$ cat config.mk
export PLATFORM = sky130hd
export DESIGN_NAME = triad_decoder_bank
export DESIGN_NICKNAME = d
export VERILOG_FILES = /design/src/rtl/triad_decoder_bank.sv
export SDC_FILE = /design/constraint.sdc
export NUM_CORES = 1
export LEC_CHECK = 0
export CORE_ASPECT_RATIO = 1.4
export CORE_MARGIN = 2
export CORE_UTILIZATION = 45
export CTS_BUF_LIST = sky130_fd_sc_hd__clkbuf_16
export DETAILED_ROUTE_END_ITERATION = 16
export PLACE_DENSITY_LB_ADDON = 0.3
export SYNTH_ARGS = -nofsm -noshare
export SYNTH_HDL_FRONTEND = slang
export SYNTH_SLANG_ARGS = --single-unit
$ cat constraint.sdc
create_clock -name clock40 -period 1.9 [get_ports clock40]
set_input_delay 0.285 -clock clock40 [delete_from_list [all_inputs] [get_ports clock40]]
set_output_delay 0.285 -clock clock40 [all_outputs]
set_load 0.005 [all_outputs]
$ cat src/rtl/triad_decoder_bank.sv
// Bank of NCH serial triad decoders: start bit + 2 data bits -> one-hot half-strip group with persistence.
// Latency: start bit sampled at edge n, one-hot group registered at edge n+3.
// No backpressure: a triad completing while the previous output still persists is dropped and flagged on tskip.
// Optional feature macro: TRIAD_SKIP_CNT_EN builds the saturating skip_count; otherwise skip_count is tied to 0.
module triad_decoder_bank #(
    parameter int NCH = 8,
    parameter int PW  = 4,
    parameter int CW  = 16
) (
    input  logic               clock40,
    input  logic               lctrst,
    input  logic [NCH-1:0]     distrip,
    input  logic [PW-1:0]      persist,
    input  logic               persist1,
    input  logic [NCH-1:0]     ch_mask,
    input  logic               skip_cnt_rst,
    output logic [4*NCH-1:0]   halfstrips,
    output logic [NCH-1:0]     tskip,
    output logic               triad_skip,
    output logic [NCH-1:0]     busy,
    output logic [CW-1:0]      skip_count
);

    typedef enum logic [1:0] {
        S_IDLE = 2'd0,
        S_B1   = 2'd1,
        S_B2   = 2'd2
    } state_t;

    state_t          r_state     [NCH];
    state_t          w_state_nxt [NCH];
    logic [NCH-1:0]  r_t1;
    logic [NCH-1:0]  r_done;       // triad completed on the previous edge, decision pending
    logic [1:0]      r_code      [NCH];
    logic [PW-1:0]   r_pcw       [NCH];  // persistence count captured at completion (W-1)
    logic [PW-1:0]   r_pc        [NCH];
    logic [3:0]      r_group     [NCH];
    logic [NCH-1:0]  r_tskip;
    logic [NCH-1:0]  w_skip;

    // Next-state logic for every channel FSM; mask forces IDLE on the next edge
    always_comb begin
        for (int i = 0; i < NCH; i++) begin
            w_state_nxt[i] = r_state[i];
            case (r_state[i])
                S_IDLE:  if (distrip[i]) w_state_nxt[i] = S_B1;
                S_B1:    w_state_nxt[i] = S_B2;
                S_B2:    w_state_nxt[i] = S_IDLE;
                default: w_state_nxt[i] = S_IDLE;
            endcase
            if (ch_mask[i]) w_state_nxt[i] = S_IDLE;
        end
    end

    // A pending triad is dropped when the current output still has cycles left after this one
    always_comb begin
        w_skip = '0;
        for (int i = 0; i < NCH; i++) begin
            w_skip[i] = r_done[i] && (r_pc[i] != '0) && !ch_mask[i];
        end
    end

    // FSM state registers
    always_ff @(posedge clock40) begin
        for (int i = 0; i < NCH; i++) begin
            if (lctrst) r_state[i] <= S_IDLE;
            else        r_state[i] <= w_state_nxt[i];
        end
    end

    // Bit capture, accept/skip decision and persistence countdown per channel
    always_ff @(posedge clock40) begin
        for (int i = 0; i < NCH; i++) begin
            if (lctrst || ch_mask[i]) begin
                r_t1[i]    <= 1'b0;
                r_done[i]  <= 1'b0;
                r_code[i]  <= '0;
                r_pcw[i]   <= '0;
                r_pc[i]    <= '0;
                r_group[i] <= '0;
                r_tskip[i] <= 1'b0;
            end else begin
                if (r_state[i] == S_B1) r_t1[i] <= distrip[i];
                r_done[i] <= (r_state[i] == S_B2);
                if (r_state[i] == S_B2) begin
                    r_code[i] <= {r_t1[i], distrip[i]};
                    r_pcw[i]  <= persist1 ? '0 : persist;
                end
                r_tskip[i] <= w_skip[i];
                // A dropped triad leaves group and countdown running as if nothing arrived
                if (r_done[i] && (r_pc[i] == '0)) begin
                    r_group[i] <= 4'b0001 << r_code[i];
                    r_pc[i]    <= r_pcw[i];
                end else if (r_pc[i] != '0) begin
                    r_pc[i] <= r_pc[i] - 1'b1;
                end else begin
                    r_group[i] <= '0;
                end
            end
        end
    end

    // Output mapping
    always_comb begin
        halfstrips = '0;
        busy       = '0;
        for (int i = 0; i < NCH; i++) begin
            halfstrips[4*i +: 4] = r_group[i];
            busy[i]              = (r_state[i] != S_IDLE);
        end
    end

    assign tskip      = r_tskip;
    assign triad_skip = |r_tskip;

`ifdef TRIAD_SKIP_CNT_EN
    localparam int PCW = $clog2(NCH + 1);
    localparam int SW  = CW + PCW;
    localparam logic [CW-1:0] CNT_MAX = '1;

    logic [PCW-1:0] w_pop;
    logic [SW-1:0]  w_sum;
    logic [CW-1:0]  r_skip_cnt;

    // Number of channels dropping a triad on this edge
    always_comb begin
        w_pop = '0;
        for (int i = 0; i < NCH; i++) begin
            w_pop = w_pop + PCW'(w_skip[i]);
        end
        w_sum = SW'(r_skip_cnt) + SW'(w_pop);
    end

    // Saturating skip counter; a clear beats simultaneous skips
    always_ff @(posedge clock40) begin
        if (lctrst || skip_cnt_rst)   r_skip_cnt <= '0;
        else if (w_sum > SW'(CNT_MAX)) r_skip_cnt <= CNT_MAX;
        else                          r_skip_cnt <= w_sum[CW-1:0];
    end

    assign skip_count = r_skip_cnt;
`else
    logic w_unused_skip_cnt_rst;
    assign w_unused_skip_cnt_rst = skip_cnt_rst;
    assign skip_count = '0;
`endif

endmodule

==> summary.txt <==
Timing
  • Final Max Tran Viols: 0
  • Clk_skew: ~6.8 ps
  • Final Hold Viols: 0
  • RSZ-0062 raised after global routing: false
  • Minimum clock period: ~1800 ps
  • Fin crit share: 0.950
  • Fmax: roughly 0.55 GHz
  • Setup violators final: 0
  • Min Hold Slack: between 400 and 500 ps

Global route
  • Largest net degree at the start of global routing: 21
  • Vias in the first global route: 4079
  • Global-route wire length before repair: approximately 19000 um
  • Total GRT Usage: 0.158
  • Total gr overflow: 0
  • Antenna violations before repair: 0

Floorplanning
  • Initial Util: 0.459
  • IO Pins: 89
  • Core Region: 0.0139 sq mm
  • Die height: roughly 140 um
  • Die width: between 100 and 150 um
  • Die Footprint: about 0.015 sq mm
  • Row count: between 50 and 60

Clock network
  • Post-CTS setup buffers: 0
  • # clock sinks: around 150
  • Worst skew pair latency: about 410 ps
  • CTS tree: built
  • CTS H-Tree Depth: 4
  • Cts hold-fix bufs: 0
  • Root Buffer Master: clkbuf_16
  • Clock-pin slew on the worst setup and hold paths: ~60 ps
  • Num CTS Buffers: 17
  • Clock Path Buffers: 2

Finish
  • FILL cells: roughly 1200
  • Layout area overhead: 23.2%
  • Share of cells above drive strength 1: 0.123
  • Area of the multi-input gates: ~0.0019 sq mm
  • Fin nets: around 640
  • Register area: 0.00416 sq mm
  • Final Cell Area: roughly 0.0079 sq mm
  • Antenna diode count: 0

Place
  • PortBufs: 71
  • Post-DP HPWL: 8160 um
  • Area after DPL: between 0.007 and 0.008 sq mm
  • Global placement routability congestion: about 0.77

Synth
  • Synth cell count leaders: 112 x edfxtp_1, 65 x nor2_1, 40 x dfxtp_1
  • Sequential element share of the synthesized area: 0.652
  • Most numerous cell in the Yosys netlist: edfxtp_1
  • Distinct cells, synth: 35
  • Netlist Area Pre-Place: 0.00639 sq mm
  • Synth area leaders: edfxtp_1 53%, dfxtp_1 13%, o2bb2ai_1 3.8%
  • Syn Inst Count: 518
  • Flops & latches, synth: 152
  • Syn avg cell area: approximately 12 sq um
  • Post-synth ARST share: 0
  • Yosys warns: 0
  • Top-area cell type share of the netlist area: 0.527
  • Area leader, netlist: edfxtp_1
  • Post-synth EDFFs: between 100 and 150
  • Synth Flop Type: edfxtp_1

Detailed routing
  • DRC viols: 0
  • DR vias/cell: slightly below 5
  • Drt initial violations: 154
  • Antenna-violating nets left: 0
  • Final wirelength: about 11000 um
  • Initial DRT Pass Iterations: 4
  • Avg WL per Cell: about 14 um
  • Vias: about 3900

Outcome
  • Status: finished, final reports clean

Hold path
  • Hold_sp: distrip[7]
  • Hold path depth: 3
  • HP Class: in -> reg
  • Hold Path End: r_state[1][6]

Critical path
  • CP Max Fanout: 3
  • Buf/Inv on CP: 1
  • Worst R2R Setup Slack: about 160 ps
  • Worst-path cell chain: or2_2, clkdlybuf4s50_1
  • Worst EP required: approximately 1600 ps
  • Worst Setup SP: r_state[0][3]
  • Reg2Reg Depth: 5
  • Reg-to-reg critical path startpoint: r_pc[0][8]
  • Top cell family by delay on the critical path: buffers and inverters
  • Slowest-stage cell, CP: clkdlybuf4s50_1
  • CP arrival: about 1500 ps
  • Critical Path Source Type: flop
  • Worst reg2reg endpoint: r_pc[0][11]
  • CP peak stage delay: 470 ps
  • Critical path class: reg -> out
  • Worst setup EP type: primary output

Power
  • Max VDD drop: between 0.6 and 0.7 mV
  • Pwr dens: about 1200 mW/mm^2
  • Leak pwr: about 0.0031 uW

Run
  • Max Cap Viol: 0
-- cells by family (layout without fill, tap and decap cells) --
logic type               after synthesis  count (layout)  share of synthesized area
AO/OA/AOI/OAI                         35              35                     0.0458
XOR/XNOR                              14              14                     0.0192
adder cells (fa/ha/maj)                8               8                     0.0157
buffers and inverters                 68             152                     0.0590
flip-flops                           152             152                      0.652
multiplexers                           8               8                     0.0125
other                                  1              16                   0.000587
AND/OR/NAND/NOR                      232             232                      0.195
-- cell usage in the layout, fill, tap and decap left out, types with 5 or more instances in the layout --
cell type and instances:
o2bb2ai_1 28, conb_1 16, nand2b_1 25, nand2_1 15, buf_4 9, ha_1 8
xnor2_1 14, inv_1 34, and3_1 14, clkdlybuf4s50_1 70, or2_4 5, clkinv_2 10
edfxtp_1 112, dfxtp_1 40, or2_2 10, nor3b_1 20, or2_1 7, and2_1 10
nor2_1 65, clkbuf_16 17, mux2i_1 8, nor3_1 29, nand3_1 17
-- flip-flops by register name, indices dropped and copies added, names as in the netlist --
| name | count |
|---|---|
| r_pc | 32 |
| r_done | 8 |
| r_group | 32 |
| r_code | 16 |
| r_t1 | 8 |
| r_state | 16 |
| r_pcw | 32 |
| tskip | 8 |
-- how the worst max path moves through the flow --
stage | end | cells past startpoint
final | busy[1] | 2
after global routing | r_pc[0][9] | 5
after CTS | triad_skip | 3
after detailed placement | r_pc[1][6] | 5
after global placement | r_code[0][7] | 6
after floorplan | r_pc[0][10] | 5
-- metrics by stage --
step | setup TNS, ps | instances | utilization | worst slack, ps | total power [uW]
2_1_floorplan | 0 | 533 | - | 332 | 5680
3_5_place_dp | -9.03 | 770 | 0.521 | -4.61 | 6480
4_1_cts | 0 | 802 | 0.563 | 35.3 | 9830
5_1_grt | 0 | 802 | 0.566 | 35.3 | 10300
6_report | 0 | 802 | 0.566 | 94.5 | 9780
3_3_place_gp | 0 | 770 | 0.521 | 65.9 | 6390
-- tightest hold or removal path, stage by stage --
cell	delay, ps
clkdlybuf4s50_1	420
inv_1	80
nor3_1	50
-- routing by layer --
metal | routed length [um] | GRT usage | vias to the layer above
met3 | 330 | 0.0328 | 12
met4 | 164 | 0.0580 | 0
met1 | 4440 | 0.171 | 1849
met2 | 6240 | 0.300 | 59
met5 | 0 | 0 | -
li1 | - | - | 1958
-- cell type report --
class	instances	share of cell area
multi-input cells	313	0.246
repair buffers	81	0.102
clock buffers	17	0.0541
inverters	39	0.0194
clock inverters	15	0.0203
well taps	185	0.0294
flip-flops and latches	152	0.529
-- where the power goes --
group | leakage [uW] | internal [uW] | switching (uW)
combinational | 0.00117 | 1100 | 921
sequential | 0.00160 | 4170 | 279
clock | 0.000297 | 2040 | 1270
-- repair_timing --
item | CTS | global route
endpoints found under the hold margin | 0 | 0
setup endpoints to repair | 0 | 41
gates resized for setup | 0 | 9
Power figures use the tool's default switching activity.
